## src/rtl/bash_hash_params_pkg.sv

```systemverilog
// Shared widths, AXI response codes and the AXI4-Lite master controller state type.
package bash_hash_params_pkg;

  localparam int unsigned XLEN    = 32;
  localparam int unsigned ADDRLEN = 32;

  localparam logic [1:0] AXI_RESP_OKAY   = 2'b00;
  localparam logic [1:0] AXI_RESP_SLVERR = 2'b10;

  typedef enum logic [2:0] {
    ST_IDLE  = 3'd0,
    ST_WRITE = 3'd1,
    ST_WRESP = 3'd2,
    ST_RADDR = 3'd3,
    ST_RDATA = 3'd4,
    ST_RSP   = 3'd5
  } axil_state_e;

  // States in which the wait counter advances.
  function automatic logic axil_state_busy(input axil_state_e s);
    return (s == ST_WRITE) || (s == ST_WRESP) || (s == ST_RADDR) || (s == ST_RDATA);
  endfunction

endpackage

```

## src/rtl/axi4_lite_master_ctrl_if.sv

```systemverilog
// AXI4-Lite bus bundle (no PROT signals) with master and slave views.
interface axi4_lite_master_ctrl_if;
  import bash_hash_params_pkg::*;

  logic [ADDRLEN-1:0] m_axi_awaddr;
  logic               m_axi_awvalid;
  logic               m_axi_awready;

  logic [XLEN-1:0]    m_axi_wdata;
  logic [3:0]         m_axi_wstrb;
  logic               m_axi_wvalid;
  logic               m_axi_wready;

  logic [1:0]         m_axi_bresp;
  logic               m_axi_bvalid;
  logic               m_axi_bready;

  logic [ADDRLEN-1:0] m_axi_araddr;
  logic               m_axi_arvalid;
  logic               m_axi_arready;

  logic [XLEN-1:0]    m_axi_rdata;
  logic [1:0]         m_axi_rresp;
  logic               m_axi_rvalid;
  logic               m_axi_rready;

  modport master (
    output m_axi_awaddr, m_axi_awvalid,
    input  m_axi_awready,
    output m_axi_wdata, m_axi_wstrb, m_axi_wvalid,
    input  m_axi_wready,
    input  m_axi_bresp, m_axi_bvalid,
    output m_axi_bready,
    output m_axi_araddr, m_axi_arvalid,
    input  m_axi_arready,
    input  m_axi_rdata, m_axi_rresp, m_axi_rvalid,
    output m_axi_rready
  );

  modport slave (
    input  m_axi_awaddr, m_axi_awvalid,
    output m_axi_awready,
    input  m_axi_wdata, m_axi_wstrb, m_axi_wvalid,
    output m_axi_wready,
    output m_axi_bresp, m_axi_bvalid,
    input  m_axi_bready,
    input  m_axi_araddr, m_axi_arvalid,
    output m_axi_arready,
    output m_axi_rdata, m_axi_rresp, m_axi_rvalid,
    input  m_axi_rready
  );

endinterface

```

## src/rtl/axi4_lite_master_ctrl.sv

```systemverilog
// Single-outstanding AXI4-Lite master: accepts one command, runs the AXI
// handshakes, returns the response and flags transactions that wait too long.
module axi4_lite_master_ctrl
  import bash_hash_params_pkg::*;
#(
  parameter int unsigned TIMEOUT_CYCLES = 1024
) (
  input  logic                   m_axi_aclk,
  input  logic                   m_axi_aresetn,

  input  logic                   cmd_valid_i,
  output logic                   cmd_ready_o,
  input  logic                   cmd_write_i,
  input  logic [ADDRLEN-1:0]     cmd_addr_i,
  input  logic [XLEN-1:0]        cmd_wdata_i,
  input  logic [3:0]             cmd_wstrb_i,

  output logic                   rsp_valid_o,
  input  logic                   rsp_ready_i,
  output logic [XLEN-1:0]        rsp_rdata_o,
  output logic [1:0]             rsp_resp_o,
  output logic                   timeout_o,

  axi4_lite_master_ctrl_if.master m_axi
);

  localparam int unsigned CNT_W = (TIMEOUT_CYCLES < 1) ? 1 : $clog2(TIMEOUT_CYCLES + 1);
  localparam logic [CNT_W-1:0] CNT_MAX = CNT_W'(TIMEOUT_CYCLES);

  axil_state_e        r_state;
  axil_state_e        w_state_nxt;

  logic [ADDRLEN-1:0] r_addr;
  logic [XLEN-1:0]    r_wdata;
  logic [3:0]         r_wstrb;
  logic               r_aw_done;
  logic               r_w_done;
  logic [XLEN-1:0]    r_rdata;
  logic [1:0]         r_resp;
  logic [CNT_W-1:0]   r_cnt;

  logic               w_accept;
  logic               w_aw_hs;
  logic               w_w_hs;
  logic               w_consume;

  assign w_accept  = (r_state == ST_IDLE) && cmd_valid_i;
  assign w_aw_hs   = m_axi.m_axi_awvalid && m_axi.m_axi_awready;
  assign w_w_hs    = m_axi.m_axi_wvalid && m_axi.m_axi_wready;
  assign w_consume = (r_state == ST_RSP) && rsp_ready_i;

  // Every AXI output is decoded from registers only, so no AXI input reaches an AXI output.
  assign cmd_ready_o         = (r_state == ST_IDLE);
  assign m_axi.m_axi_awvalid = (r_state == ST_WRITE) && !r_aw_done;
  assign m_axi.m_axi_wvalid  = (r_state == ST_WRITE) && !r_w_done;
  assign m_axi.m_axi_bready  = (r_state == ST_WRESP);
  assign m_axi.m_axi_arvalid = (r_state == ST_RADDR);
  assign m_axi.m_axi_rready  = (r_state == ST_RDATA);
  assign m_axi.m_axi_awaddr  = r_addr;
  assign m_axi.m_axi_araddr  = r_addr;
  assign m_axi.m_axi_wdata   = r_wdata;
  assign m_axi.m_axi_wstrb   = r_wstrb;

  assign rsp_valid_o = (r_state == ST_RSP);
  assign rsp_rdata_o = r_rdata;
  assign rsp_resp_o  = r_resp;
  assign timeout_o   = (r_cnt >= CNT_MAX);

  always_comb begin
    w_state_nxt = r_state;
    unique case (r_state)
      ST_IDLE: begin
        if (cmd_valid_i) begin
          w_state_nxt = cmd_write_i ? ST_WRITE : ST_RADDR;
        end
      end
      ST_WRITE: begin
        // AW and W complete independently; leave once both have, in either order.
        if ((r_aw_done || w_aw_hs) && (r_w_done || w_w_hs)) begin
          w_state_nxt = ST_WRESP;
        end
      end
      ST_WRESP: begin
        if (m_axi.m_axi_bvalid) begin
          w_state_nxt = ST_RSP;
        end
      end
      ST_RADDR: begin
        if (m_axi.m_axi_arready) begin
          w_state_nxt = ST_RDATA;
        end
      end
      ST_RDATA: begin
        if (m_axi.m_axi_rvalid) begin
          w_state_nxt = ST_RSP;
        end
      end
      ST_RSP: begin
        if (rsp_ready_i) begin
          w_state_nxt = ST_IDLE;
        end
      end
      default: w_state_nxt = ST_IDLE;
    endcase
  end

  always_ff @(posedge m_axi_aclk or negedge m_axi_aresetn) begin
    if (!m_axi_aresetn) begin
      r_state <= ST_IDLE;
    end else begin
      r_state <= w_state_nxt;
    end
  end

  always_ff @(posedge m_axi_aclk or negedge m_axi_aresetn) begin
    if (!m_axi_aresetn) begin
      r_addr    <= '0;
      r_wdata   <= '0;
      r_wstrb   <= '0;
      r_aw_done <= 1'b0;
      r_w_done  <= 1'b0;
      r_rdata   <= '0;
      r_resp    <= '0;
    end else begin
      if (w_accept) begin
        r_addr    <= cmd_addr_i;
        r_wdata   <= cmd_wdata_i;
        r_wstrb   <= cmd_wstrb_i;
        r_aw_done <= 1'b0;
        r_w_done  <= 1'b0;
      end
      if (r_state == ST_WRITE) begin
        if (w_aw_hs) begin
          r_aw_done <= 1'b1;
        end
        if (w_w_hs) begin
          r_w_done <= 1'b1;
        end
      end
      if ((r_state == ST_WRESP) && m_axi.m_axi_bvalid) begin
        r_rdata <= '0;
        r_resp  <= m_axi.m_axi_bresp;
      end
      if ((r_state == ST_RDATA) && m_axi.m_axi_rvalid) begin
        r_rdata <= m_axi.m_axi_rdata;
        r_resp  <= m_axi.m_axi_rresp;
      end
    end
  end

  // Wait counter: zero in IDLE, counts busy cycles, holds through RSP.
  always_ff @(posedge m_axi_aclk or negedge m_axi_aresetn) begin
    if (!m_axi_aresetn) begin
      r_cnt <= '0;
    end else if (w_accept || w_consume) begin
      r_cnt <= '0;
    end else if (axil_state_busy(r_state) && (r_cnt != CNT_MAX)) begin
      r_cnt <= r_cnt + CNT_W'(1);
    end
  end

endmodule
```

## src/flat_wrapper.sv

```systemverilog
// flat-port wrapper written by rule: the top's interface ports become plain ports
module axi4_lite_master_ctrl_flat import bash_hash_params_pkg::*;
#(
  parameter int unsigned TIMEOUT_CYCLES = 1024
)
  (m_axi_aclk, m_axi_aresetn, cmd_valid_i, cmd_ready_o, cmd_write_i, cmd_addr_i, cmd_wdata_i, cmd_wstrb_i, rsp_valid_o, rsp_ready_i, rsp_rdata_o, rsp_resp_o, timeout_o, m_axi_m_axi_awaddr, m_axi_m_axi_awvalid, m_axi_m_axi_awready, m_axi_m_axi_wdata, m_axi_m_axi_wstrb, m_axi_m_axi_wvalid, m_axi_m_axi_wready, m_axi_m_axi_bresp, m_axi_m_axi_bvalid, m_axi_m_axi_bready, m_axi_m_axi_araddr, m_axi_m_axi_arvalid, m_axi_m_axi_arready, m_axi_m_axi_rdata, m_axi_m_axi_rresp, m_axi_m_axi_rvalid, m_axi_m_axi_rready);
  axi4_lite_master_ctrl_if m_axi_i ();
  input  logic m_axi_aclk;
  input  logic m_axi_aresetn;
  input  logic cmd_valid_i;
  output logic cmd_ready_o;
  input  logic cmd_write_i;
  input  logic [ADDRLEN-1:0] cmd_addr_i;
  input  logic [XLEN-1:0] cmd_wdata_i;
  input  logic [3:0] cmd_wstrb_i;
  output logic rsp_valid_o;
  input  logic rsp_ready_i;
  output logic [XLEN-1:0] rsp_rdata_o;
  output logic [1:0] rsp_resp_o;
  output logic timeout_o;
  output wire logic [$bits(m_axi_i.m_axi_awaddr)-1:0] m_axi_m_axi_awaddr;
  output wire logic [$bits(m_axi_i.m_axi_awvalid)-1:0] m_axi_m_axi_awvalid;
  input wire logic [$bits(m_axi_i.m_axi_awready)-1:0] m_axi_m_axi_awready;
  output wire logic [$bits(m_axi_i.m_axi_wdata)-1:0] m_axi_m_axi_wdata;
  output wire logic [$bits(m_axi_i.m_axi_wstrb)-1:0] m_axi_m_axi_wstrb;
  output wire logic [$bits(m_axi_i.m_axi_wvalid)-1:0] m_axi_m_axi_wvalid;
  input wire logic [$bits(m_axi_i.m_axi_wready)-1:0] m_axi_m_axi_wready;
  input wire logic [$bits(m_axi_i.m_axi_bresp)-1:0] m_axi_m_axi_bresp;
  input wire logic [$bits(m_axi_i.m_axi_bvalid)-1:0] m_axi_m_axi_bvalid;
  output wire logic [$bits(m_axi_i.m_axi_bready)-1:0] m_axi_m_axi_bready;
  output wire logic [$bits(m_axi_i.m_axi_araddr)-1:0] m_axi_m_axi_araddr;
  output wire logic [$bits(m_axi_i.m_axi_arvalid)-1:0] m_axi_m_axi_arvalid;
  input wire logic [$bits(m_axi_i.m_axi_arready)-1:0] m_axi_m_axi_arready;
  input wire logic [$bits(m_axi_i.m_axi_rdata)-1:0] m_axi_m_axi_rdata;
  input wire logic [$bits(m_axi_i.m_axi_rresp)-1:0] m_axi_m_axi_rresp;
  input wire logic [$bits(m_axi_i.m_axi_rvalid)-1:0] m_axi_m_axi_rvalid;
  output wire logic [$bits(m_axi_i.m_axi_rready)-1:0] m_axi_m_axi_rready;
  assign m_axi_m_axi_awaddr = m_axi_i.m_axi_awaddr;
  assign m_axi_m_axi_awvalid = m_axi_i.m_axi_awvalid;
  assign m_axi_i.m_axi_awready = m_axi_m_axi_awready;
  assign m_axi_m_axi_wdata = m_axi_i.m_axi_wdata;
  assign m_axi_m_axi_wstrb = m_axi_i.m_axi_wstrb;
  assign m_axi_m_axi_wvalid = m_axi_i.m_axi_wvalid;
  assign m_axi_i.m_axi_wready = m_axi_m_axi_wready;
  assign m_axi_i.m_axi_bresp = m_axi_m_axi_bresp;
  assign m_axi_i.m_axi_bvalid = m_axi_m_axi_bvalid;
  assign m_axi_m_axi_bready = m_axi_i.m_axi_bready;
  assign m_axi_m_axi_araddr = m_axi_i.m_axi_araddr;
  assign m_axi_m_axi_arvalid = m_axi_i.m_axi_arvalid;
  assign m_axi_i.m_axi_arready = m_axi_m_axi_arready;
  assign m_axi_i.m_axi_rdata = m_axi_m_axi_rdata;
  assign m_axi_i.m_axi_rresp = m_axi_m_axi_rresp;
  assign m_axi_i.m_axi_rvalid = m_axi_m_axi_rvalid;
  assign m_axi_m_axi_rready = m_axi_i.m_axi_rready;
  axi4_lite_master_ctrl #(.TIMEOUT_CYCLES(TIMEOUT_CYCLES)) u_core (.m_axi_aclk(m_axi_aclk), .m_axi_aresetn(m_axi_aresetn), .cmd_valid_i(cmd_valid_i), .cmd_ready_o(cmd_ready_o), .cmd_write_i(cmd_write_i), .cmd_addr_i(cmd_addr_i), .cmd_wdata_i(cmd_wdata_i), .cmd_wstrb_i(cmd_wstrb_i), .rsp_valid_o(rsp_valid_o), .rsp_ready_i(rsp_ready_i), .rsp_rdata_o(rsp_rdata_o), .rsp_resp_o(rsp_resp_o), .timeout_o(timeout_o), .m_axi(m_axi_i));
endmodule
```

## config.mk

```make
export PLATFORM = sky130hd
export DESIGN_NAME = axi4_lite_master_ctrl_flat
export DESIGN_NICKNAME = d
export VERILOG_FILES = /design/src/rtl/bash_hash_params_pkg.sv /design/src/rtl/axi4_lite_master_ctrl_if.sv /design/src/rtl/axi4_lite_master_ctrl.sv /design/src/flat_wrapper.sv
export SDC_FILE = /design/constraint.sdc
export NUM_CORES = 1
export LEC_CHECK = 0
export BUFFER_PORTS_ARGS = -buffer_cell sky130_fd_sc_hd__buf_2
export CAP_MARGIN = 20
export CORE_MARGIN = 2
export CORE_UTILIZATION = 42
export DETAILED_ROUTE_END_ITERATION = 10
export MAX_ROUTING_LAYER = met4
export PLACE_DENSITY = 0.72
export SLEW_MARGIN = 20
export SYNTH_ARGS = -nofsm -noshare
export SYNTH_HDL_FRONTEND = slang
export SYNTH_SLANG_ARGS = --single-unit
```

## constraint.sdc

```tcl
create_clock -name m_axi_aclk -period 5.2 [get_ports m_axi_aclk]
set_input_delay 1.04 -clock m_axi_aclk [delete_from_list [all_inputs] [get_ports m_axi_aclk]]
set_output_delay 1.04 -clock m_axi_aclk [all_outputs]
set_load 0.03 [all_outputs]
```

# Word-level counts from Yosys, hierarchy flattened

Index checks and enable logic that the tools add are counted.
W data, S select, Z words.

$add $sub $neg: 1
Multipliers: 0
Divide/modulo/power cells: 0
Order comparisons: 1
Eq/ne operators: 12
Shifts and indexed selects: 0
Mux-type cells: 20
Bitwise operators: 0
Reductions and logical operators: 22

Operator list:

| operator                | count |
|---|---|
| $mux W32                | 2 |
| $mux W11                | 2 |
| $mux W3                 | 6 |
| $pmux W3 S6             | 1 |
| $add A11 B1 Y11 const B | 1 |
| $ge A11 B11 Y1 const B  | 1 |
| $ne A11 B11 Y1 const B  | 1 |
| $logic_and A1 B1 Y1     | 10 |
| $ne A2 B2 Y1 const B    | 4 |
| $eq A3 B2 Y1 const B    | 2 |
| $eq A3 B3 Y1 const B    | 2 |
| $logic_or A1 B1 Y1      | 6 |
| $mux W1                 | 6 |
| $mux W2                 | 3 |
| $reduce_and A6 Y1       | 1 |
| $ne A2 B1 Y1 const B    | 2 |
| $reduce_bool A2 Y1      | 2 |
| $eq A3 B1 Y1 const B    | 1 |
| $logic_not A3 Y1        | 1 |
| $logic_not A1 Y1        | 2 |

Flip-flop bits (word level): 118
Latch bits: 0
Bits in writable memories: 0
Bits in read-only memories: 0
Bits of input ports: 114
Output and inout bits: 142
Word-level logic and storage cells: 65
Memories kept: 0

# Longest topological paths before layout

Depth after elaboration: 7
Depth in mapped cells: 6
Depth with buffers taken out: 5

# Worst setup path before layout

Ideal clock, no wire load.

Path type: flip-flop to output port
Start point: register u_core.r_state[0]
End point: output m_axi_m_axi_wvalid
Data arrival time: 1,575 ps
Data required time: 4,160 ps
Slack: 2,585 ps
Cell stages (with the launch flop): 5
Path buffers: 2
Path through: dfrtp_1 > buf_2 > clkbuf_1 > nand2b_1 > nor3_1

Cells in the longest elaborated chain, start to end: 2

RTL lines:

| item                   | RTL line                     | RTL |
|---|---|---|
| start, declared        | axi4_lite_master_ctrl.sv:30  | `axil_state_e r_state;` |
| start signal, assigned | axi4_lite_master_ctrl.sv:111 | `r_state <= w_state_nxt;` |
| $eq A3 B1 Y1           | axi4_lite_master_ctrl.sv:55  | `assign m_axi.m_axi_wvalid = (r_state == ST_WRITE) && !r_w_done;` |
| $logic_and A1 B1 Y1    | axi4_lite_master_ctrl.sv:55  |  |
| end, declared          | flat_wrapper.sv:26           | `output wire logic [$bits(m_axi_i.m_axi_wvalid)-1:0] m_axi_m_axi_wvalid;` |

Every way passes these cells.

# Final worst setup path

Start point: register u_core.r_state[0]
End point: output cmd_ready_o

Cells in the longest elaborated chain, start to end: 1

RTL lines:

| item             | RTL line                    | RTL |
|---|---|---|
| $logic_not A3 Y1 | axi4_lite_master_ctrl.sv:53 | `assign cmd_ready_o = (r_state == ST_IDLE);` |
| end, declared    | flat_wrapper.sv:11          | `output logic cmd_ready_o;` |

Every way passes these cells.

==> summary.txt <==
Synth
  – Mapped Cells: 369
  – Mean Syn Cell Area: 13.5 um2
  – Post-synth ARST share: 100%
  – Sequential-to-total area share from yosys stat: 59.5%
  – YS warnings: 0
  – #FFs+latches synth: ~120
  – Synth area leader: dfrtp_1
  – Synth Flop Type: dfrtp_1
  – Commonest cells in the synthesized netlist: dfrtp_1 (118), mux2_2 (68), buf_4 (35)
  – Post-synth top area share: 59.5%
  – Top-count cell post-synth: dfrtp_1
  – Post-Syn Nets: ~490
  – Post-synth EDFFs: 0
  – Syn Std Cell Area: between 4000 and 5000 um2
  – Post-synth cell types: between 40 and 50
  – Top post-synthesis cells by area: dfrtp_1 (59%), mux2_2 (15%), a22o_1 (5.6%)

Global route
  – Largest net degree at the start of global routing: 83
  – GRT overflow: 0
  – Vias in the first global route: 3,697
  – GRT Total Usage: about 18%
  – First-pass GRT wire length: 17.8 mm
  – Initial antenna violation count: 0

CTS
  – Post-CTS Setup Inserts: 0
  – Clock slew at reported path FFs: 0.06 ns
  – Clk Latency, worst-skew pair: 0.41 ns
  – CTS Hold Bufs: 0
  – H-tree Lvls: 4
  – Post-cts resize count: 0
  – Clk buf depth: 2
  – Inserted Clock Buffers: 17
  – Clock root cell: clkbuf_16
  – CTS tree: yes
  – Clk sinks: 118

Power and ir drop
  – PwrDens: about 790 nW/um2
  – Max VDD drop: 0.514 mV
  – Leak: 0.00348 uW

STA
  – RSZ-0062 raised after global routing: false
  – Fin worst setup slack: around 2.4 ns
  – Final setup vio count: 0
  – Slew HR: 40.6%
  – Worst slew pin tran: 0.888 ns
  – Fin Clk Skew: 0.00853 ns
  – Slew Viols, Final: 0
  – Fin crit period: 2.82 ns
  – Final Hold Viols: 0
  – Total Neg Setup Slack: 0 ns
  – Period utilization: 54.1%
  – Max Clock Freq: 0.355 GHz

Cells and area
  – Synth-to-Final Area Change: 36.6%
  – Final net count: about 710
  – Fillcell total: 958
  – ANT cells: 0
  – Multi-input gate area: 1660 um2
  – Reg area: 2950 um2
  – Layout cells sized above 1: 60.0%

Drt
  – Drc violations: 0
  – Via/cell ratio: 4.99
  – Antenna-violating nets left: 0
  – DRT iter0 DRCs: between 200 and 250
  – Routed WL: around 11 mm
  – Vias post-DR: 3,754
  – Routed wire per std cell: 14.9 um
  – First drt pass iteration count: 4

Placed design
  – Post-DP HPWL: between 8 and 9 mm
  – Dpl ws: 2.32 ns
  – Buffers on Ports: 255
  – GP Congestion: 0.797

Hold path
  – Hold Path Class: flip-flop to flip-flop

Floorplan
  – IO Count: between 200 and 300
  – Die area: between 10,000 and 15,000 um2
  – Site row count: 39
  – Core ar.: roughly 11,000 um2
  – Die width: 113 um
  – Initial cell density of the core: 43.3%
  – Vert. Die Dim: 113 um

Run status
  – Outcome: finished clean

Critical path
  – Critical Path RT: 4.16 ns
  – CP arrival: 1.78 ns
  – Critical path class: flip-flop to output pin
  – Crit start category: flip-flop
  – Setup crit end kind: output pin
  – Crit-path max FO: 17

Job
  – Max cap viols: 0
## per-layer routing
layer	share of wire (%)	GRT usage, %	vias up	wire [um]
met5	0	-	-	0
met4	2.0	8.78	0	219
met3	7.5	5.36	24	844
met2	51	30.1	162	5770
met1	39	20.3	1811	4380
li1	-	-	1757	-
## final timing paths
kind,startpoint,end,slack (ns),cells after the start
max in group asynchronous,m_axi_aresetn,u_core.m_axi.m_axi_wdata[17]$_DFFE_PN0P_,3.60,2
worst min-delay path,u_core.rsp_rdata_o[2]$_DFFE_PN0P_,u_core.rsp_rdata_o[2]$_DFFE_PN0P_,0.49,1
worst max register to register,u_core.r_state[2]$_DFFE_PN0P_,u_core.m_axi.m_axi_araddr[5]$_DFFE_PN0P_,2.78,4
worst max-delay path,u_core.r_state[0]$_DFFE_PN0P_,cmd_ready_o,2.38,3
min in group asynchronous,m_axi_aresetn,u_core.r_cnt[9]$_DFFE_PN0P_,0.68,1
worst min register to register,u_core.rsp_rdata_o[2]$_DFFE_PN0P_,u_core.rsp_rdata_o[2]$_DFFE_PN0P_,0.49,1
## layout make-up
| type | count | area share, % |
|---|---|---|
| clock buffers | 23 | 7.05 |
| clock inverters | 9 | 2.18 |
| inverters | 10 | 0.553 |
| flip-flops and latches | 118 | 43.5 |
| multi-input cells | 191 | 24.4 |
| well taps | 143 | 2.64 |
| repair buffers | 259 | 19.6 |
## report_power, final
part           switching, uW  internal [uW]
logic                   1650            858
clock network            386            836
registers                305           1350
## cell usage in the layout (no fill, tap or decap), types with 3 or more instances in the layout
| cell type | Yosys | layout |
|---|---|---|
| buf_2 | 10 | 254 |
| nand3_1 | 3 | 3 |
| inv_1 | 10 | 10 |
| o22ai_1 | 4 | 4 |
| mux2_2 | 68 | 68 |
| o31ai_1 | 7 | 7 |
| clkbuf_1 | 4 | 3 |
| a22o_1 | 32 | 32 |
| clkinv_2 | 0 | 4 |
| mux2i_1 | 4 | 4 |
| bufinv_16 | 0 | 4 |
| o21ai_0 | 3 | 3 |
| dfrtp_1 | 118 | 118 |
| nand2_1 | 14 | 14 |
| a21oi_1 | 6 | 6 |
| clkbuf_16 | 0 | 17 |
| o211ai_1 | 5 | 5 |
| clkbuf_8 | 0 | 3 |
| nor2_1 | 8 | 8 |
| nor3_1 | 3 | 3 |
| nand2b_1 | 3 | 3 |
## kinds of logic after synthesis
logic type / Yosys count / share of synthesized area (%)
xor+xnor: 1 / 0.176
buf+inv: 60 / 7.43
simple gates: 50 / 5.97
fa+ha+maj: 2 / 0.504
compound gates: 65 / 10.0
mux: 73 / 16.5
flops: 118 / 59.5
## registers in the layout, summed over array words and instances (netlist names)
register and flops:
u_core.m_axi.m_axi_araddr 32, u_core.m_axi.m_axi_wdata 32, u_core.rsp_rdata_o 32, u_core.r_cnt 11
u_core.m_axi.m_axi_wstrb 4, u_core.r_state 3, u_core.rsp_resp_o 2, u_core.r_aw_done 1
u_core.r_w_done 1
## critical path: stages (launching register included)
cell     delay, ns
dfrtp_1       0.61
or3_4         0.51
inv_1         0.06
buf_2         0.19
## stage by stage
| stage | utilization, % | instance area [um2] | total power, uW | cells | hold slack, ns |
|---|---|---|---|---|---|
| after floorplan | - | 4970 | 3610 | 369 | 0.478 |
| after CTS | 59.0 | 6770 | 5450 | 752 | 0.498 |
| final | 59.2 | 6780 | 5390 | 753 | 0.493 |
| after detailed placement | 53.5 | 6140 | 4200 | 720 | 0.479 |
| after global routing | 59.2 | 6780 | 5670 | 753 | 0.505 |
| after global placement | 53.5 | 6140 | 4150 | 720 | 0.478 |
No activity file was read; power rests on OpenSTA's default activity.
